`src/rtl/vm_pkg.sv`:
```
// Shared vending-machine definitions: payment state encoding, coin values
// and the default money width.
package vm_pkg;

    localparam int DEF_MONEY_W = 8;

    localparam int COIN_1  = 1;
    localparam int COIN_5  = 5;
    localparam int COIN_10 = 10;

    typedef enum logic [1:0] {
        PS_IDLE    = 2'd0,
        PS_COLLECT = 2'd1,
        PS_SUCCESS = 2'd2,
        PS_REFUND  = 2'd3
    } pay_state_t;

endpackage

```
`src/rtl/sec_tick.sv`:
```
// One-second tick generator: counts 0..TICK_DIV-1 and pulses tick on the wrap.
// clr restarts the count so the following second is a full one.
module sec_tick #(
    parameter int TICK_DIV = 100000000
) (
    input  logic clk,
    input  logic rst_n,
    input  logic clr,
    output logic tick
);

    localparam int CW = (TICK_DIV > 1) ? $clog2(TICK_DIV) : 1;

    logic [CW-1:0] cnt;

    // tick ignores clr so the FSM can still see a tick landing on a state change
    assign tick = (cnt == CW'(TICK_DIV - 1));

    always_ff @(posedge clk or negedge rst_n) begin
        if (!rst_n)
            cnt <= '0;
        else if (clr || tick)
            cnt <= '0;
        else
            cnt <= cnt + 1'b1;
    end

endmodule

```
`src/rtl/payment_unit.sv`:
```
// Coin collection against a latched price, with payment timeout, result
// display window and a one-cycle finish pulse back to the mode controller.
module payment_unit import vm_pkg::*; #(
    parameter int MONEY_W   = DEF_MONEY_W,
    parameter int TICK_DIV  = 100000000,
    parameter int TIMEOUT_S = 30,
    parameter int DISP_S    = 10
) (
    input  logic               clk,
    input  logic               rst_n,
    input  logic               start,
    input  logic [MONEY_W-1:0] price,
    input  logic               coin_1,
    input  logic               coin_5,
    input  logic               coin_10,
    input  logic               cancel,
    output logic [MONEY_W-1:0] money,
    output logic [MONEY_W-1:0] change,
    output logic               paid,
    output logic               fail,
    output logic               busy,
    output logic [5:0]         secs_left,
    output logic               finish
);

    pay_state_t         state, nstate;
    logic [MONEY_W-1:0] price_q, price_n, money_n, change_n;
    logic [5:0]         secs_n;
    logic               finish_n;
    logic               tick;
    logic [MONEY_W:0]   sum;
    logic [MONEY_W-1:0] sat;

    sec_tick #(.TICK_DIV(TICK_DIV)) u_tick (
        .clk  (clk),
        .rst_n(rst_n),
        .clr  (nstate != state),
        .tick (tick)
    );

    // One extra bit catches overflow; the total clamps at all-ones.
    assign sum = {1'b0, money}
               + (coin_1  ? (MONEY_W+1)'(COIN_1)  : '0)
               + (coin_5  ? (MONEY_W+1)'(COIN_5)  : '0)
               + (coin_10 ? (MONEY_W+1)'(COIN_10) : '0);
    assign sat = sum[MONEY_W] ? '1 : sum[MONEY_W-1:0];

    always_comb begin
        nstate   = state;
        price_n  = price_q;
        money_n  = money;
        change_n = change;
        secs_n   = secs_left;
        finish_n = 1'b0;
        case (state)
            PS_IDLE: begin
                if (start) begin
                    price_n = price;
                    money_n = '0;
                    secs_n  = 6'(TIMEOUT_S);
                    nstate  = PS_COLLECT;
                end
            end
            PS_COLLECT: begin
                money_n = sat;
                // A completing coin beats a same-cycle cancel or timeout.
                if (sat >= price_q) begin
                    nstate   = PS_SUCCESS;
                    change_n = sat - price_q;
                    secs_n   = 6'(DISP_S);
                end else if (cancel || (tick && secs_left == 6'd1)) begin
                    nstate   = PS_REFUND;
                    change_n = sat;
                    secs_n   = 6'(DISP_S);
                end else if (tick) begin
                    secs_n = secs_left - 6'd1;
                end
            end
            PS_SUCCESS, PS_REFUND: begin
                if (tick) begin
                    if (secs_left == 6'd1) begin
                        nstate   = PS_IDLE;
                        finish_n = 1'b1;
                        money_n  = '0;
                        change_n = '0;
                        secs_n   = '0;
                    end else begin
                        secs_n = secs_left - 6'd1;
                    end
                end
            end
            default: nstate = PS_IDLE;
        endcase
    end

    always_ff @(posedge clk or negedge rst_n) begin
        if (!rst_n) begin
            state     <= PS_IDLE;
            price_q   <= '0;
            money     <= '0;
            change    <= '0;
            secs_left <= '0;
            paid      <= 1'b0;
            fail      <= 1'b0;
            busy      <= 1'b0;
            finish    <= 1'b0;
        end else begin
            state     <= nstate;
            price_q   <= price_n;
            money     <= money_n;
            change    <= change_n;
            secs_left <= secs_n;
            paid      <= (nstate == PS_SUCCESS);
            fail      <= (nstate == PS_REFUND);
            busy      <= (nstate != PS_IDLE);
            finish    <= finish_n;
        end
    end

endmodule

```
`config.mk`:
```
export PLATFORM = sky130hd
export DESIGN_NAME = payment_unit
export DESIGN_NICKNAME = d
export VERILOG_FILES = /design/src/rtl/vm_pkg.sv /design/src/rtl/sec_tick.sv /design/src/rtl/payment_unit.sv
export SDC_FILE = /design/constraint.sdc
export NUM_CORES = 1
export LEC_CHECK = 0
export ABC_CLOCK_PERIOD_IN_PS = 5200
export CORE_MARGIN = 1
export CORE_UTILIZATION = 64
export CTS_BUF_LIST = sky130_fd_sc_hd__clkbuf_4 sky130_fd_sc_hd__clkbuf_8 sky130_fd_sc_hd__clkbuf_16
export CTS_CLUSTER_SIZE = 20
export DETAILED_ROUTE_END_ITERATION = 8
export DONT_BUFFER_PORTS = 1
export PLACE_DENSITY_LB_ADDON = 0.12
export SLEW_MARGIN = 20
export SYNTH_ARGS = -nofsm -noshare
export SYNTH_HDL_FRONTEND = slang
export SYNTH_SLANG_ARGS = --single-unit
```
`constraint.sdc`:
```
create_clock -name clk -period 5.2 [get_ports clk]
set_clock_uncertainty 0.2 [all_clocks]
set_input_delay 0.26 -clock clk [delete_from_list [all_inputs] [get_ports clk]]
set_output_delay 0.26 -clock clk [all_outputs]
set_load 0.005 [all_outputs]
```
[Yosys cells after proc, flatten, opt, wreduce, memory -nomap -nowiden]
Index checks and enable logic that the tools add are counted.
Widths: inputs -> output; s select.
Storage, ports and cells
  flip-flop bits (word level): 63
  input port bits: 15
  word-level logic and storage cells: 69
Cells by class
  $add $sub $neg: 6
  $lt $le $gt $ge: 1
  eq/ne operators: 13
  multiplexer cells: 28
  reductions and logical operators: 11
Operator list (number)
  $mux 8: 6
  $mux 6: 6
  $add 27x1->27 const B: 1
  $eq 27x27->1 const B: 1
  $mux 27: 1
  $pmux 8 s3: 1
  $pmux 6 s3: 1
  $pmux 8 s2: 1
  $mux 2: 5
  $add 8x1->9: 1
  $add 9x3->9: 1
  $add 9x4->9: 1
  $eq 2x2->1 const B: 4
  $ge 8x8->1: 1
  $sub 8x8->8: 1
  $eq 6x1->1 const B: 1
  $ne 2x2->1 const B: 3
  $pmux 2 s3: 1
  $reduce_and 3->1: 2
  $sub 6x1->6 const B: 1
  $mux 1: 4
  $mux 4: 1
  $ne 4x4->1 const B: 1
  $reduce_and 4->1: 1
  other kinds (10): 12

[Longest topological paths before layout]
Gate-level depths: netlist of the first run.
  depth after elaboration: 11
  mapped depth: 15
  mapped depth without buffers: 14

[By module]
Synthesis of the first run repeated with hierarchy kept, for this count alone.
Unflattened totals
  cells, all modules: 403
  area total of the unflattened synthesis: 3729.8 um2
Modules (own cells, without submodules)
  payment_unit: times used 1, cells each 252, area each 2312.2 um2, sequential area each 900.9 um2
  sec_tick: times used 1, cells each 151, area each 1417.6 um2, sequential area each 675.6 um2

[Worst setup path before layout of the first run]
No wires, ideal clock.
  path kind: register to register
  start point: register money[0]
  end point: register change[0]
  setup time: 0.128 ns
  arrival time: 3.768 ns
  slack: 1.104 ns
  stages on the path, launching flop included: 15
  path buffers: 1
  clock period less this slack: 4.096 ns
  path through: dfrtp_1 fa_1 fa_1 a21o_1 a21oi_1 o21ai_0 mux2_2 ha_1 a21oi_1 o21ai_1 or2_1 o21ai_1 and2_1 buf_2 mux2_1
On the way
  word-level cells in the longest chain between the ends: 7
  elaborated cells on any way between the ends: 11
Ends and longest elaborated chain
  start: declaration: line payment_unit.sv:17  | output logic [MONEY_W-1:0] money,
  start signal: assignment: line payment_unit.sv:110  | money <= money_n;
  $add 8x1->9 *: line payment_unit.sv:43  | + (coin_1 ? (MONEY_W+1)'(COIN_1) : '0)
  $add 9x3->9 *: line payment_unit.sv:44  | + (coin_5 ? (MONEY_W+1)'(COIN_5) : '0)
  $add 9x4->9 *: line payment_unit.sv:45  | + (coin_10 ? (MONEY_W+1)'(COIN_10) : '0);
  $mux 8 *: line payment_unit.sv:46  | assign sat = sum[MONEY_W] ? '1 : sum[MONEY_W-1:0];
  $sub 8x8->8, or another cell as far along: line payment_unit.sv:69  | change_n = sat - price_q;
  $mux 8 or $ne 3x3->1 (tied branches)
  $pmux 8 s2 or $reduce_and 4->1 (tied branches)
  end signal: assignment: line payment_unit.sv:111  | change <= change_n;
  end: declaration: line payment_unit.sv:18  | output logic [MONEY_W-1:0] change,
Every way passes the cells marked *; elsewhere a longest branch is shown, timed or not. The select of a mux whose other input is x is not followed.
A chain may end at the register's enable or synchronous reset.

[Final worst setup path of the first run]
Ends and elaborated chain as after synthesis.

==> impl_metrics.py, run 1 <==
metrics = {
    "route": {
        "routed.top_layer": "met4",
        "drtIter0Drc": 198,
        "avgViaCountPerCell": 6.18,
        "vias": 2892,
        "met2_length_microns": 3310,
        "wl_met3_microns": 504,
        "detail-route-antenna-nets": 0,
        "route.final.wire_length_microns": 7490,
        "routedWlPerCell_microns": 16.0,
        "wl_met1_microns": 3560,
        "drc": 0,
        "dr.pass1.iters": 4,
    },
    "setup_path": {
        "critPathBufInv": 0,
        "worst-setup-path-type": "flip-flop to flip-flop",
        "required_ns": 5.22,
        "path_max_fanout": 8,
        "r2r_end": "change[0]$_DFFE_PN0P_",
        "worstSetupEndpointType": "flip-flop",
        "slowest_stage": "fa_1",
        "r2r_start": "money[0]$_DFFE_PN0P_",
        "ff2ff_setup_slack_ns": 0.70,
        "arrival_ns": 4.51,
        "crit_family": "adder cells",
        "max_stage_delay_ns": 0.45,
        "worst_r2r_path_depth": 13,
        "start_kind": "flip-flop",
        "cp_cell_sequence": "fa_1 > fa_1 > a21o_1 > a21oi_1 > o21ai_0 > mux2_2 > ha_1 > a21oi_1 > o21ai_1 > or2_1 > o21ai_1 > and2_1 > mux2_1",
    },
    "hold_path": {
        "min_path_type": "input port to flip-flop",
        "whs_path_depth": 3,
        "hold_path_end": "fail$_DFF_PN0_",
        "hp-start": "cancel",
    },
    "grt": {
        "grtUsageTotal": 0.267,
        "grt_pass1_vias": 2614,
        "grt_max_degree": 64,
        "grt_pass1_wl_microns": 12400,
        "grt_antenna_before_repair": 0,
        "grt_overflow": 0,
    },
    "yosys": {
        "synth_compound_area_frac": 0.131,
        "synth_cells": 381,
        "synth-edff-count": 0,
        "synth_xor_area_frac": 0.0690,
        "avgSynthCellArea_sq_um": 9.67,
        "yosysSeqAreaShare": 0.428,
        "postSynthNetCount": 413,
        "synth_top_family_by_area": "simple AND/OR/NAND/NOR gates",
        "synthSimpleGateAreaFrac": 0.214,
        "synthArstFlopShare": 1.00,
        "ys_warn_count": 0,
        "synth_adder_area_share": 0.0639,
        "syn_area_sq_mm": 0.00368,
        "ys_seq_elements": 63,
        "synthMuxAreaShare": 0.0588,
        "yosys.cell_types.count": 58,
        "synth-main-ff-cell": "dfrtp_1",
    },
    "power": {
        "power.share.clock": 0.374,
        "powerDensity_mw_per_mm2": 251,
        "vdd_drop_max_mv": 0.168,
        "seq_power_share": 0.495,
        "finalPower_mw": 1.01,
        "p_int_uw": 752,
        "swShare": 0.254,
        "combPwrFrac": 0.130,
        "power_leakage_nw": 1.85,
        "power.switching_uw": 256,
    },
    "cts": {
        "cts_made_buffers": 9,
        "cts_tree": "done",
        "clock-root-buffer": "clkbuf_8",
        "cts_repair_resize_count": 0,
        "clkTransAtPathRegs_ns": 0.07,
        "clk_latency_ns": 0.33,
        "ctsHoldBuffers": 11,
        "cts_max_level": 3,
        "cts.sinks": 63,
        "clock_path_buffers": 2,
        "cts_setup_buffers": 0,
    },
    "sta": {
        "setup_violations": 0,
        "hold_viol_final": 0,
        "final.setup.tns_ns": 0,
        "whs_ns": 0.0188,
        "fin_crit_ns": 4.50,
        "drv_slew": 0,
        "fin_crit_sh": 0.865,
        "slew_headroom": 0.471,
        "fmax_mhz": 222,
        "rsz0062_at_grt": "no",
        "worstMarginPinSlew_ns": 0.787,
    },
    "layout": {
        "instances_no_fill": 468,
        "drive_above_1_share": 0.0884,
        "multi_input_area_sq_mm": 0.00198,
        "post-route-util": 0.725,
        "areaGrowthSynthToFinish_pct": 9.04,
        "layout_commonest_cell": "dfrtp_1",
        "mostFrequentLayoutCells": "dfrtp_1, nor2_1, nand3_1",
        "seq_area_sq_mm": 0.00158,
        "layout.nets": 425,
        "nFillCells": 425,
        "insertedDiodeCount": 0,
    },
    "floorplan": {
        "start_util": 0.665,
        "die_x_microns": 77.9,
        "coreArea_sq_mm": 0.00554,
        "die_h_microns": 77.9,
        "num_rows": 27,
        "die-area_sq_mm": 0.00606,
        "io_pins": 41,
    },
    "flow_run": {
        "cap_violations": 0,
    },
    "place": {
        "dp_hpwl_microns": 5320,
        "dp.cells": 443,
        "gp_congestion": 0.893,
        "portBuffers": 0,
    },
    "run_status": {
        "status": "finished clean",
    },
}
[how the worst max path moves through the flow]
stage | from | end | slack [ns] | depth (start not counted)
final | money[0]$_DFFE_PN0P_ | change[0]$_DFFE_PN0P_ | 0.70 | 13
after global placement | money[0]$_DFFE_PN0P_ | change[0]$_DFFE_PN0P_ | 0.89 | 13
after detailed placement | money[0]$_DFFE_PN0P_ | change[0]$_DFFE_PN0P_ | 0.71 | 13
after global routing | money[0]$_DFFE_PN0P_ | u_tick.cnt[5]$_DFF_PN0_ | 0.35 | 13
after floorplan | money[0]$_DFFE_PN0P_ | change[0]$_DFFE_PN0P_ | 1.10 | 14
after CTS | money[0]$_DFFE_PN0P_ | u_tick.cnt[5]$_DFF_PN0_ | 0.71 | 13
[worst register-to-register path: cells and delay by family, from the launching register on]
family                     cells  cell delay (ns)
adders and majority gates      3             1.26
AOI/OAI and AO/OA              6             1.17
and+or+nand+nor                2             0.68
muxes                          2             0.66
DFF                            1             0.42
[power groups by stage]
stage	sequential, mW	combinational (mW)	clock [mW]
after floorplan	0.507	0.0895	0
final	0.499	0.131	0.377
after global routing	0.499	0.145	0.403
after global placement	0.508	0.111	0
after detailed placement	0.508	0.112	0
after CTS	0.499	0.131	0.383
[final cells by class]
class,instances,share of cell area
multi-input combinational,288,0.492
sequential,63,0.393
clock buffer,13,0.0414
timing repair buffer,11,0.0318
tap,72,0.0224
inverter,20,0.0187
clock inverter,1,0.00125
[metal layers]
layer,vias to the layer above,GRT usage
met5,-,0
li1,1389,-
met2,93,0.377
met3,13,0.0671
met4,0,0.115
met1,1397,0.386
[synthesized netlist by cell type, drive strengths merged (5+ instances only)]
master / count / share of area
xor2: 18 / 0.043
buf: 8 / 0.013
mux2i: 7 / 0.019
nor2: 54 / 0.056
o21ai: 19 / 0.027
nor4: 5 / 0.013
a21oi: 9 / 0.013
xnor2: 11 / 0.026
and3: 8 / 0.014
ha: 14 / 0.048
inv: 20 / 0.020
nand4: 10 / 0.017
nand3: 27 / 0.043
dfrtp: 63 / 0.43
mux2: 13 / 0.040
nor3: 12 / 0.016
a211oi: 6 / 0.012
nand2: 20 / 0.020
[kinds of logic after synthesis]
kind of cell | count (synthesis)
adder cells (fa/ha/maj) | 17
buffers and inverters | 30
multiplexers | 20
AND/OR/NAND/NOR | 154
XOR/XNOR | 29
flip-flops | 63
AO/OA/AOI/OAI | 68
[through the flow]
stage / setup WS (ns) / area, sq um
after floorplan: 1.10 / 3680
after global placement: 0.886 / 3720
after detailed placement: 0.712 / 3720
after CTS: 0.711 / 4020
after global routing: 0.353 / 4020
final: 0.703 / 4020
[flip-flops by register name, indices dropped and copies added, names as in the netlist]
register / flops
u_tick.cnt: 27
change: 8
money: 8
price_q: 8
secs_left: 6
state: 2
busy: 1
fail: 1
finish: 1
paid: 1
No activity file was read; power rests on OpenSTA's default activity.
==> run 2, diff against run 1 <==
REMOVE_ABC_BUFFERS = 1   (was default)
==> run 2 against run 1 <==
Via count is 1.3% higher; hold slack better by 0.16 ns; clock power is 1% higher; sequential share of layout area is 0.11 points lower; critical path type unchanged; flip-flop and latch count stayed put; fmax is 0.47% higher; register-to-register slack better by 0.02 ns; die area stayed put; combinational power hardly changed; wire length is 6.2% higher; utilization is 0.20 points higher; critical path depth stayed put.
==> impl_metrics.py, run 2 (same netlist as run 1, synthesis figures left out) <==
metrics = {
    "layout": {
        "layout.nets": 426,
        "nFillCells": 436,
        "layout_commonest_cell": "dfrtp_1",
        "areaGrowthSynthToFinish_pct": 9.34,
        "insertedDiodeCount": 0,
        "drive_above_1_share": 0.0905,
        "stdcell_area_sq_mm": 0.00403,
        "largest_register": "u_tick.cnt",
        "largest_register_ffs": 27,
        "mostFrequentLayoutCells": "dfrtp_1, nor2_1, nand3_1",
    },
    "grt": {
        "grtUsageTotal": 0.288,
        "grt_max_degree": 64,
        "grt_overflow": 0,
        "grt_antenna_before_repair": 0,
        "grt_pass1_vias": 2852,
        "grt_pass1_wl_microns": 13400,
    },
    "power": {
        "power_leakage_nw": 1.86,
        "powerDensity_mw_per_mm2": 251,
        "vdd_drop_max_mv": 0.155,
    },
    "setup_path": {
        "r2r_end": "u_tick.cnt[3]$_DFF_PN0_",
        "worst_r2r_path_depth": 13,
        "max_stage_delay_ns": 0.51,
        "worst-setup-path-type": "flip-flop to flip-flop",
        "ff2ff_setup_slack_ns": 0.72,
        "r2r_start": "money[0]$_DFFE_PN0P_",
        "worstSetupEndpointType": "flip-flop",
        "slowest_stage": "nand3_2",
        "arrival_ns": 4.54,
        "cp_cell_sequence": "fa_1 > fa_1 > a21o_1 > a21oi_1 > o21ai_0 > mux2_2 > ha_1 > a21oi_1 > o21ai_1 > or2_1 > o21ai_1 > nand3_2 > nor2_1",
        "path_max_fanout": 27,
        "start_kind": "flip-flop",
        "required_ns": 5.26,
    },
    "route": {
        "routedWlPerCell_microns": 16.9,
        "drtIter0Drc": 185,
        "met2_length_microns": 3640,
        "routed.top_layer": "met4",
        "route.final.wire_length_microns": 7960,
        "drc": 0,
        "detail-route-antenna-nets": 0,
        "wl_met1_microns": 3640,
        "avgViaCountPerCell": 6.24,
        "dr.pass1.iters": 5,
        "wl_met3_microns": 493,
        "vias": 2931,
    },
    "floorplan": {
        "die_x_microns": 77.9,
        "coreArea_sq_mm": 0.00554,
        "num_rows": 27,
        "start_util": 0.665,
        "io_pins": 41,
        "die-area_sq_mm": 0.00606,
        "die_h_microns": 77.9,
    },
    "flow_run": {
        "cap_violations": 0,
    },
    "place": {
        "dp_slack_ns": 0.728,
        "portBuffers": 0,
        "placed_area_sq_mm": 0.00372,
        "gp_congestion": 0.881,
        "dp_hpwl_microns": 5560,
    },
    "sta": {
        "drv_slew": 0,
        "final.setup.tns_ns": 0,
        "rsz0062_at_grt": "no",
        "fmax_mhz": 223,
        "worstMarginPinSlew_ns": 0.738,
        "layout_setup_ws_ns": 0.724,
        "setup_violations": 0,
        "hold_viol_final": 0,
        "fin_crit_ns": 4.48,
        "fin_crit_sh": 0.861,
        "slew_headroom": 0.504,
    },
    "cts": {
        "clkTransAtPathRegs_ns": 0.07,
        "clk_latency_ns": 0.35,
        "cts_tree": "done",
        "clock-root-buffer": "clkbuf_8",
        "cts_setup_buffers": 0,
        "cts_repair_resize_count": 0,
        "cts_made_buffers": 9,
        "clock_path_buffers": 2,
        "cts.sinks": 63,
        "cts_max_level": 3,
    },
    "hold_path": {
        "min_path_type": "input port to flip-flop",
        "hp-start": "start",
        "hold_path_end": "state[0]$_DFF_PN0_",
        "whs_path_depth": 2,
    },
    "run_status": {
        "status": "finished clean",
    },
}
[run 2: cell count changes in the layout (fill, tap and decap cells not counted), sizes merged]
cell,change
clkbuf,+1
dlygate4sd3,+1
[run 2: what timing repair did]
item	CTS	global route
endpoints found under the setup margin	0	0
hold buffers	12	0
hold endpoints to repair	73	0
[run 2: metal layers]
metal / up-vias / GRT usage
met5: - / 0
met4: 0 / 0.140
met3: 18 / 0.0576
met2: 96 / 0.437
met1: 1428 / 0.393
li1: 1389 / -
[run 2: worst max-delay path: cells and delay by family, from the launching register on]
family,cells,cell delay (ns)
multiplexers,1,0.31
AO/OA/AOI/OAI,6,1.16
adder cells (fa/ha/maj),3,1.22
flip-flops,1,0.42
AND/OR/NAND/NOR,3,1.07
[run 2: area by class of cell]
cell class / instances / area (sq um) / share of cell area
clock buffers: 14 / 168 / 0.0416
repair buffers: 12 / 138 / 0.0342
multi-input cells: 288 / 1980 / 0.491
flip-flops and latches: 63 / 1580 / 0.391
inverters: 20 / 75.1 / 0.0186
clock inverters: 1 / 5.00 / 0.00124
well taps: 72 / 90.1 / 0.0224
[run 2: how the worst max path moves through the flow]
stage                               from                       end  slack (ns)  cells past startpoint
floorplan           money[0]$_DFFE_PN0P_     change[0]$_DFFE_PN0P_        1.11                     13
global placement    money[0]$_DFFE_PN0P_     change[0]$_DFFE_PN0P_        0.88                     13
detailed placement  money[0]$_DFFE_PN0P_  u_tick.cnt[23]$_DFF_PN0_        0.73                     13
CTS                 money[0]$_DFFE_PN0P_   u_tick.cnt[3]$_DFF_PN0_        0.73                     13
global route        money[0]$_DFFE_PN0P_  u_tick.cnt[11]$_DFF_PN0_        0.38                     13
finish              money[0]$_DFFE_PN0P_   u_tick.cnt[3]$_DFF_PN0_        0.72                     13
[run 2: where the power goes]
group	switching, mW	internal [mW]
logic	0.0781	0.0545
clock network	0.177	0.204
registers	0.00476	0.494
[run 2: per-stage QoR]
step                      utilization  std cells  hold WS, ns  power (mW)
after detailed placement        0.671        443       -0.234       0.620
after global placement          0.671        443       -0.235       0.618
after global routing            0.727        470        0.207        1.06
final                           0.727        470        0.183        1.01
after CTS                       0.727        470        0.179        1.02
after floorplan                     -        371       -0.236       0.595
==> run 3, diff against run 2 <==
ABC_CLOCK_PERIOD_IN_PS = 3700   (was 5200)
CELL_PAD_IN_SITES_DETAIL_PLACEMENT = 1   (was default)
CELL_PAD_IN_SITES_GLOBAL_PLACEMENT = 2   (was default)
CORE_UTILIZATION = 36   (was 64)
clock period = 3.7 ns   (was 5.2 ns; I/O delays follow)
==> run 3 against run 2 <==
Register-to-register slack got worse by 0.71 ns; setup slack got worse by 0.71 ns; fmax grew 21%; utilization down 24 points.
==> impl_metrics.py, run 3 (same netlist as run 1, synthesis figures left out) <==
metrics = {
    "setup_path": {
        "required_ns": 3.74,
        "worst-setup-path-type": "flip-flop to flip-flop",
        "start_kind": "flip-flop",
        "worstSetupEndpointType": "flip-flop",
        "arrival_ns": 3.73,
        "path_max_fanout": 5,
    },
    "floorplan": {
        "io_pins": 41,
        "coreArea_sq_mm": 0.00986,
        "start_util": 0.373,
        "die-area_sq_mm": 0.0106,
        "die_h_microns": 103,
        "die_x_microns": 103,
        "num_rows": 36,
    },
    "place": {
        "portBuffers": 0,
        "gp_congestion": 0.821,
        "placed_area_sq_mm": 0.00417,
        "dp_slack_ns": -0.488,
        "dp_hpwl_microns": 7590,
    },
    "sta": {
        "worstMarginPinSlew_ns": 0.876,
        "fin_crit_ns": 3.69,
        "final.setup.tns_ns": 0,
        "hold_viol_final": 0,
        "drv_slew": 0,
        "rsz0062_at_grt": "yes",
        "layout_setup_ws_ns": 0.0128,
        "slew_headroom": 0.411,
        "fin_crit_sh": 0.997,
        "setup_violations": 0,
        "fmax_mhz": 271,
        "whs_ns": 0.136,
    },
    "cts": {
        "cts_made_buffers": 9,
        "cts_tree": "done",
        "cts_max_level": 3,
        "clock_path_buffers": 2,
        "clock-root-buffer": "clkbuf_8",
        "clk_latency_ns": 0.35,
        "cts.sinks": 63,
        "clkTransAtPathRegs_ns": 0.08,
    },
    "grt": {
        "grt_overflow": 0,
        "grtUsageTotal": 0.217,
        "grt_antenna_before_repair": 0,
        "grt_pass1_wl_microns": 17100,
        "grt_pass1_vias": 3237,
        "grt_max_degree": 64,
    },
    "power": {
        "vdd_drop_max_mv": 0.199,
        "power_leakage_nw": 2.19,
        "powerDensity_mw_per_mm2": 348,
    },
    "layout": {
        "mostFrequentLayoutCells": "dfrtp_1, buf_4, nor2_1",
        "drive_above_1_share": 0.299,
        "insertedDiodeCount": 0,
        "layout.nets": 483,
        "areaGrowthSynthToFinish_pct": 31.4,
        "layout_commonest_cell": "dfrtp_1",
        "post-route-util": 0.491,
        "largest_register": "u_tick.cnt",
        "stdcell_area_sq_mm": 0.00484,
        "largest_register_ffs": 27,
    },
    "route": {
        "dr.pass1.iters": 4,
        "detail-route-antenna-nets": 0,
        "drtIter0Drc": 73,
        "vias": 3123,
        "avgViaCountPerCell": 5.31,
        "routedWlPerCell_microns": 17.8,
        "drc": 0,
        "route.final.wire_length_microns": 10500,
    },
    "flow_run": {
        "cap_violations": 0,
    },
    "hold_path": {
        "min_path_type": "input port to flip-flop",
    },
    "run_status": {
        "status": "finished clean",
    },
}
[run 3: cell types whose count changed in the layout (fill, tap and decap cells not counted), moves of 4 or more]
cell	previous run	this run
buf_4	0	53
ha_1	14	8
nor2_1	53	45
mux2i_1	7	3
ha_4	0	5
a21oi_1	8	4
nor2_2	1	9
[run 3: stage by stage]
step | power [mW] | cells
4_1_cts | 1.68 | 587
3_3_place_gp | 0.936 | 552
3_5_place_dp | 0.938 | 552
6_report | 1.68 | 588
5_1_grt | 1.76 | 588
2_1_floorplan | 0.836 | 371
[run 3: worst paths after layout]
path | from | endpoint | slack, ns | depth (start not counted)
min reg2reg | u_tick.cnt[0]$_DFF_PN0_ | u_tick.cnt[0]$_DFF_PN0_ | 0.29 | 1
min in group asynchronous | rst_n | secs_left[4]$_DFFE_PN0P_ | 0.20 | 2
max | money[0]$_DFFE_PN0P_ | secs_left[1]$_DFFE_PN0P_ | 0.01 | 14
min | cancel | secs_left[2]$_DFFE_PN0P_ | 0.14 | 5
max reg2reg | money[0]$_DFFE_PN0P_ | secs_left[1]$_DFFE_PN0P_ | 0.01 | 14
max in group asynchronous | rst_n | u_tick.cnt[10]$_DFF_PN0_ | 2.82 | 2
[run 3: layer usage]
metal / global-route usage / vias up / share of wire
li1: - / 1500 / -
met1: 0.294 / 1561 / 0.48
met2: 0.333 / 49 / 0.46
met3: 0.0576 / 13 / 0.040
met4: 0.0823 / 0 / 0.016
met5: 0 / - / 0
[run 3: final cells by class]
type                       instances  area, sq um
tap                              133          166
clock inverter                     3         42.5
fill                            1119         5020
sequential                        63         1580
timing repair buffer              69          602
clock buffer                      12          159
inverter                          20         75.1
multi-input combinational        288         2220
[run 3: what timing repair did]
item,in CTS,in global routing
endpoints found under the setup margin,45,44
setup buffers,8,1
pin swaps,19,13
hold buffers,12,0
gates resized for setup,44,11
endpoints found under the hold margin,73,0
[run 3: report_power, final]
group	total, mW	internal [mW]	switching [mW]
Combinational	0.349	0.187	0.162
Sequential	0.700	0.694	0.00593
Clock	0.634	0.351	0.283
Total	1.68	1.23	0.451
[run 3: worst max-delay path, stage by stage, from the launching register on]
cell	delay [ns]
dfrtp_1	0.40
fa_2	0.36
fa_2	0.37
a211oi_2	0.29
nor3_2	0.11
nor2_2	0.15
ha_2	0.21
fa_2	0.21
nand2b_4	0.14
a21oi_4	0.06
o21a_4	0.23
buf_12	0.13
o31ai_4	0.27
a21oi_2	0.13
mux2_4	0.33
